**config.mk**
```make
export PLATFORM = sky130hd
export DESIGN_NAME = opb_register_simulink2ppc_snap
export DESIGN_NICKNAME = d
export VERILOG_FILES = /design/src/rtl/opb_reg_pkg.sv /design/src/rtl/opb_slave_ack_fsm.sv /design/src/rtl/opb_register_simulink2ppc_snap.sv
export SDC_FILE = /design/constraint.sdc
export NUM_CORES = 1
export LEC_CHECK = 0
export CAP_MARGIN = 5
export CORE_MARGIN = 4
export CORE_UTILIZATION = 48
export CTS_BUF_LIST = sky130_fd_sc_hd__clkbuf_8
export DETAILED_ROUTE_END_ITERATION = 6
export PLACE_DENSITY = 0.94
export SLEW_MARGIN = 20
export SYNTH_ARGS = -nofsm -noshare
export SYNTH_HDL_FRONTEND = slang
export SYNTH_SLANG_ARGS = --single-unit
export TNS_END_PERCENT = 5
```
**constraint.sdc**
```tcl
create_clock -name OPB_Clk -period 6.35 [get_ports OPB_Clk]
set_input_delay 1.905 -clock OPB_Clk [delete_from_list [all_inputs] [get_ports OPB_Clk]]
set_output_delay 1.905 -clock OPB_Clk [all_outputs]
set_load 0.02 [all_outputs]
```
**src/rtl/opb_reg_pkg.sv**
```systemverilog
// Shared types and constants for the OPB register blocks.
// Holds the OPB FSM state enum, register offsets, STATUS bit positions.
package opb_reg_pkg;

    typedef enum logic [1:0] {
        ST_IDLE = 2'd0,
        ST_ACK  = 2'd1,
        ST_GAP  = 2'd2
    } opb_state_e;

    localparam logic [1:0] REG_DATA   = 2'd0;
    localparam logic [1:0] REG_STATUS = 2'd1;

    localparam int STAT_NEW     = 31;
    localparam int STAT_OVR     = 30;
    localparam int STAT_ARM     = 29;
    localparam int STAT_CLR_CNT = 0;

    localparam int CNT_W = 16;

    function automatic logic [31:0] pack_status(
        input logic             nw,
        input logic             ovr,
        input logic             arm,
        input logic [CNT_W-1:0] cnt
    );
        logic [31:0] s;
        s              = '0;
        s[STAT_NEW]    = nw;
        s[STAT_OVR]    = ovr;
        s[STAT_ARM]    = arm;
        s[CNT_W-1:0]   = cnt;
        return s;
    endfunction

endpackage

```
**src/rtl/opb_slave_ack_fsm.sv**
```systemverilog
// OPB slave address decode and IDLE/ACK/GAP acknowledge FSM.
// Ports: clk, rst_n, abus/dbus/rnw/select in; ack_cycle, rnw_q, offs_q, wdata_q out.
module opb_slave_ack_fsm
    import opb_reg_pkg::*;
#(
    parameter logic [31:0] C_BASEADDR   = 32'h01060200,
    parameter logic [31:0] C_HIGHADDR   = 32'h010602FF,
    parameter int          C_OPB_AWIDTH = 32,
    parameter int          C_OPB_DWIDTH = 32
) (
    input  logic                    clk,
    input  logic                    rst_n,
    input  logic [0:C_OPB_AWIDTH-1] abus,
    input  logic [0:C_OPB_DWIDTH-1] dbus,
    input  logic                    rnw,
    input  logic                    select,
    output logic                    ack_cycle,
    output logic                    rnw_q,
    output logic [1:0]              offs_q,
    output logic [C_OPB_DWIDTH-1:0] wdata_q
);

    opb_state_e state_q;
    opb_state_e state_d;
    logic       hit;

    assign hit = select
              && (abus >= C_BASEADDR)
              && (abus <= C_HIGHADDR);

    always_ff @(posedge clk or negedge rst_n) begin
        if (!rst_n) begin
            state_q <= ST_IDLE;
        end else begin
            state_q <= state_d;
        end
    end

    // Request fields are latched only when a new transfer is accepted.
    always_ff @(posedge clk or negedge rst_n) begin
        if (!rst_n) begin
            rnw_q   <= 1'b0;
            offs_q  <= '0;
            wdata_q <= '0;
        end else if (state_q == ST_IDLE && hit) begin
            rnw_q   <= rnw;
            offs_q  <= abus[C_OPB_AWIDTH-4:C_OPB_AWIDTH-3];
            wdata_q <= dbus;
        end
    end

    // GAP keeps a select that is still high from being acked twice.
    always_comb begin
        state_d   = state_q;
        ack_cycle = 1'b0;
        unique case (state_q)
            ST_IDLE: begin
                if (hit) state_d = ST_ACK;
            end
            ST_ACK: begin
                ack_cycle = 1'b1;
                state_d   = ST_GAP;
            end
            ST_GAP: begin
                state_d = ST_IDLE;
            end
            default: begin
                state_d = ST_IDLE;
            end
        endcase
    end

endmodule

```
**src/rtl/opb_register_simulink2ppc_snap.sv**
```systemverilog
// Simulink->PPC snapshot register: captures a fabric word, reads it back over OPB.
// Ports: OPB slave (OPB_*/Sl_*), user_data_in/valid in, user_armed out.
// Optional one-shot arming: define SIMULINK2PPC_ARM_EN.
module opb_register_simulink2ppc_snap
    import opb_reg_pkg::*;
#(
    parameter logic [31:0] C_BASEADDR   = 32'h01060200,
    parameter logic [31:0] C_HIGHADDR   = 32'h010602FF,
    parameter int          C_OPB_AWIDTH = 32,
    parameter int          C_OPB_DWIDTH = 32,
    parameter              C_FAMILY     = "virtex5"
) (
    input  logic                    OPB_Clk,
    input  logic                    OPB_Rst_n,
    input  logic [0:C_OPB_AWIDTH-1] OPB_ABus,
    input  logic [0:3]              OPB_BE,
    input  logic [0:C_OPB_DWIDTH-1] OPB_DBus,
    input  logic                    OPB_RNW,
    input  logic                    OPB_select,
    input  logic                    OPB_seqAddr,
    output logic [0:C_OPB_DWIDTH-1] Sl_DBus,
    output logic                    Sl_xferAck,
    output logic                    Sl_errAck,
    output logic                    Sl_retry,
    output logic                    Sl_toutSup,
    input  logic [31:0]             user_data_in,
    input  logic                    user_data_valid,
    output logic                    user_armed
);

    localparam int unused_family_bits = $bits(C_FAMILY);

    logic                    ack_cycle;
    logic                    rnw_q;
    logic [1:0]              offs_q;
    logic [C_OPB_DWIDTH-1:0] wdata_q;

    logic [31:0]      data_q;
    logic             new_q;
    logic             ovr_q;
    logic [CNT_W-1:0] cnt_q;
    logic [CNT_W-1:0] cnt_base;
    logic             arm_bit;
    logic             capture;
    logic             data_rd;
    logic             stat_wr;
    logic [31:0]      rd_word;
    logic             unused_ok;

    assign unused_ok = ^{OPB_BE, OPB_seqAddr, wdata_q};

    assign Sl_errAck  = 1'b0;
    assign Sl_retry   = 1'b0;
    assign Sl_toutSup = 1'b0;

    opb_slave_ack_fsm #(
        .C_BASEADDR   (C_BASEADDR),
        .C_HIGHADDR   (C_HIGHADDR),
        .C_OPB_AWIDTH (C_OPB_AWIDTH),
        .C_OPB_DWIDTH (C_OPB_DWIDTH)
    ) u_fsm (
        .clk       (OPB_Clk),
        .rst_n     (OPB_Rst_n),
        .abus      (OPB_ABus),
        .dbus      (OPB_DBus),
        .rnw       (OPB_RNW),
        .select    (OPB_select),
        .ack_cycle (ack_cycle),
        .rnw_q     (rnw_q),
        .offs_q    (offs_q),
        .wdata_q   (wdata_q)
    );

    assign capture = user_data_valid & user_armed;
    assign data_rd = ack_cycle & rnw_q & (offs_q == REG_DATA);
    assign stat_wr = ack_cycle & ~rnw_q & (offs_q == REG_STATUS);

`ifdef SIMULINK2PPC_ARM_EN
    logic arm_q;

    // The capture consumes the arm; a same-cycle re-arm loses to it.
    always_ff @(posedge OPB_Clk or negedge OPB_Rst_n) begin
        if (!OPB_Rst_n) begin
            arm_q <= 1'b0;
        end else if (capture) begin
            arm_q <= 1'b0;
        end else if (stat_wr && wdata_q[STAT_ARM]) begin
            arm_q <= 1'b1;
        end
    end

    assign user_armed = arm_q;
    assign arm_bit    = arm_q;
`else
    assign user_armed = 1'b1;
    assign arm_bit    = 1'b0;
`endif

    // Clear is applied first so a coincident capture still counts to 1.
    assign cnt_base = (stat_wr && wdata_q[STAT_CLR_CNT]) ? '0 : cnt_q;

    always_ff @(posedge OPB_Clk or negedge OPB_Rst_n) begin
        if (!OPB_Rst_n) begin
            data_q <= '0;
            new_q  <= 1'b0;
            ovr_q  <= 1'b0;
            cnt_q  <= '0;
        end else begin
            if (capture) begin
                data_q <= user_data_in;
                new_q  <= 1'b1;
            end else if (data_rd) begin
                new_q  <= 1'b0;
            end
            if (capture && new_q) begin
                ovr_q <= 1'b1;
            end else if (stat_wr && wdata_q[STAT_OVR]) begin
                ovr_q <= 1'b0;
            end
            cnt_q <= cnt_base + {{(CNT_W-1){1'b0}}, capture};
        end
    end

    always_comb begin
        rd_word = '0;
        unique case (1'b1)
            (offs_q == REG_DATA):   rd_word = data_q;
            (offs_q == REG_STATUS): rd_word = pack_status(new_q, ovr_q,
                                                          arm_bit, cnt_q);
            default:                rd_word = '0;
        endcase
    end

    // Sl_DBus is sampled from pre-update state, so a read sees data_q
    // as it was before any capture landing in the same ACK cycle.
    always_ff @(posedge OPB_Clk or negedge OPB_Rst_n) begin
        if (!OPB_Rst_n) begin
            Sl_xferAck <= 1'b0;
            Sl_DBus    <= '0;
        end else begin
            Sl_xferAck <= ack_cycle;
            Sl_DBus    <= (ack_cycle && rnw_q) ? rd_word : '0;
        end
    end

endmodule

```
==> flow_metrics.py <==
metrics = {
    "route": {
        "vias": 2461,
        "vias_per_cell": 5.05,
        "avgRoutedWirePerCell_microns": 15.8,
        "routed_wl_mm": 7.71,
        "postRouteAntennaNets": 0,
        "drc": 0,
        "firstDrtPassIters": 6,
        "first_iter_violations": 58,
    },
    "synth": {
        "avgSynthCellArea_sq_um": 13.0,
        "ys_seq_area_share_pct": 62.1,
        "yosys.area.top_type_share_pct": 62.1,
        "yosysTopAreaCell": "dfrtp_1",
        "muxShareOfSynthArea_pct": 17.0,
        "synth_compound_area_share_pct": 2.21,
        "synth-xor-area-share_pct": 1.93,
        "synth_top_family_by_area": "multiplexers",
        "synth_fa_ha_area_share_pct": 0.690,
        "syn_area_sq_mm": 0.00362,
        "synth_cell_type_count": 32,
        "synth_area_leaders": "dfrtp_1 (62%), mux2_2 (11%), mux2i_1 (5.5%)",
        "post_synth_and_or_nand_nor_area_fraction_pct": 13.9,
        "synth_warnings": 0,
        "synth-seq-cells": 90,
        "synthCells": 279,
    },
    "clocking": {
        "cts_root_buf": "clkbuf_8",
        "cts_resized": 0,
        "post_cts_buffers": 0,
        "htreeDepth": 3,
        "cts_tree": "done",
        "path_clk_slew_ns": 0.08,
        "clockBufferDepth": 2,
        "cts.sinks": 90,
        "hold_buffers": 0,
        "numCtsBuffers": 9,
        "worstSkewPairLatency_ns": 0.35,
    },
    "critical_path": {
        "worstSetupPathType": "input port to flip-flop",
        "cp-end-kind": "flip-flop",
        "cpPeakStageDelay_ns": 0.61,
        "worst-path-max-fanout": 35,
        "reg2reg_slack_ns": 3.50,
        "cp.required_ns": 6.64,
        "path_cells": "clkdlybuf4s50_1 > buf_4 > ha_1 > ha_1 > nand2_1 > nor3_1 > or4b_2 > nand2_1",
        "cp_num_buf_inv": 2,
        "crit_slowest_cell": "or4b_2",
        "cp_top_family": "simple AND/OR/NAND/NOR gates",
        "worst_setup_path_start_kind": "input port",
        "worstPathArrival_ns": 4.36,
    },
    "timing": {
        "fin_ws_ns": 2.28,
        "setup_violations": 0,
        "rsz0062_at_grt": "false",
        "drv_slew": 0,
        "fin_crit_sh_pct": 64.1,
        "final.min_clock_period_ns": 4.07,
        "tns_ns": 0,
        "fmax_mhz": 246,
        "hold_viol": 0,
        "slew-limit-headroom_pct": 52.0,
        "worst_slew_pin_slew_ns": 0.718,
        "finClkSkew_ns": 0.0125,
    },
    "global_route": {
        "antenna_found_initial": 0,
        "grt_max_degree": 49,
        "track_usage_pct": 18.0,
        "grt_pass1_vias": 2589,
        "grt_overflow_total": 0,
        "grt_pass1_wl_mm": 12.3,
    },
    "die": {
        "die_w_microns": 94.9,
        "die_area_sq_mm": 0.00901,
        "io_pins": 143,
        "start_util_pct": 49.7,
        "rows": 31,
        "design.core.area_sq_mm": 0.00729,
        "die_height_microns": 94.9,
    },
    "power": {
        "leakage_uw": 0.00212,
        "vdd_drop_max_mv": 0.168,
        "power_density_mw_per_mm2": 247,
    },
    "placed_design": {
        "gp_congestion": 0.751,
        "pre_cts_ws_ns": 1.93,
        "dp_hpwl_mm": 5.63,
        "port_buffers": 103,
    },
    "finish": {
        "area.growth.synth_to_final_pct": 36.9,
        "diodes": 0,
        "drive_above_1_share_pct": 15.5,
        "fin_nets": 491,
    },
    "min_path": {
        "hp-class": "flip-flop to flip-flop",
    },
    "outcome": {
        "status": "completed",
    },
    "run": {
        "cap_violations": 0,
    },
}
synthesized netlist by cell type (all sizes together):
cell type	instances
clkbuf	6
ha	2
or3	4
dfrtp	90
nor3	2
o21ai	4
xor2	6
buf	8
xnor2	2
and2	17
nand4	5
o311ai	1
nor2	26
nor4	4
nand3	13
a2111oi	1
a22o	1
nand2	12
nor2b	3
and4	1
or4b	1
nor3b	1
conb	2
a21oi	3
mux2i	20
nand3b	1
mux2	37
and3	3
nand2b	1
nor4b	2
layout by cell type, fill, tap and decap left out, types with 5 or more instances in the layout:
cell type          n
clkdlybuf4s50_1  102
nand3_1           13
nor2_1            26
nand2_1           12
nand4_1            5
xor2_1             6
dfrtp_1           89
clkbuf_8          10
mux2i_1           20
mux2_2            37
and2_1            17
final cells by class:
class	instances	area, sq um
Clock buffer	10	138
Multi-Input combinational cell	177	1310
Sequential cell	90	2250
Timing Repair Buffer	105	1040
Clock inverter	6	90.1
Tap cell	99	124
Fill cell	559	2330
where the power goes:
| part | internal [uW] | switching (uW) | leakage, uW |
|---|---|---|---|
| combinational | 84.2 | 56.8 | 0.000855 |
| sequential | 616 | 38.5 | 0.00115 |
| clock | 233 | 197 | 0.000112 |
layer usage:
metal | share of wire, % | GRT usage, % | wire length [microns]
met4 | 1.2 | 6.85 | 89
met2 | 49 | 31.4 | 3780
met3 | 7.8 | 3.98 | 604
met5 | 0 | 0 | 0
met1 | 42 | 21.6 | 3240
worst paths after layout:
kind,startpoint,endpoint,cells after the start
hold / removal,u_fsm.state_q[1],Sl_xferAck,1
hold reg to reg,u_fsm.state_q[1],Sl_xferAck,1
min in group asynchronous,OPB_Rst_n,Sl_DBus[18],1
max in group asynchronous,OPB_Rst_n,data_q[11],2
setup reg to reg,u_fsm.offs_q[0],cnt_q[12],9
setup / recovery,user_data_valid,cnt_q[12],8
through the flow:
step | util [%] | total power [uW] | instances | hold WS [ns] | area, sq um
6_report | 68.0 | 1220 | 487 | 0.471 | 4960
4_1_cts | 68.0 | 1240 | 487 | 0.473 | 4960
5_1_grt | 68.0 | 1280 | 487 | 0.504 | 4960
3_5_place_dp | 64.9 | 809 | 471 | 0.462 | 4730
3_3_place_gp | 64.9 | 797 | 471 | 0.454 | 4730
2_1_floorplan | - | 729 | 281 | 0.448 | 3630
flip-flops by register name (all words and copies together) (netlist names):
| register | flops |
|---|---|
| u_fsm.rnw_q | 1 |
| new_q | 1 |
| Sl_DBus | 32 |
| u_fsm.state_q | 2 |
| ovr_q | 1 |
| data_q | 32 |
| u_fsm.wdata_q | 2 |
| u_fsm.offs_q | 2 |
| cnt_q | 16 |
| Sl_xferAck | 1 |
logic make-up after synthesis:
logic type	after synthesis
other	2
and+or+nand+nor	96
xor gates and xnor gates	8
adders and majority gates	2
AOI/OAI and AO/OA	10
buffers and inverters	14
muxes	57
DFF	90
Note: power is estimated with default switching activity, not from simulation.
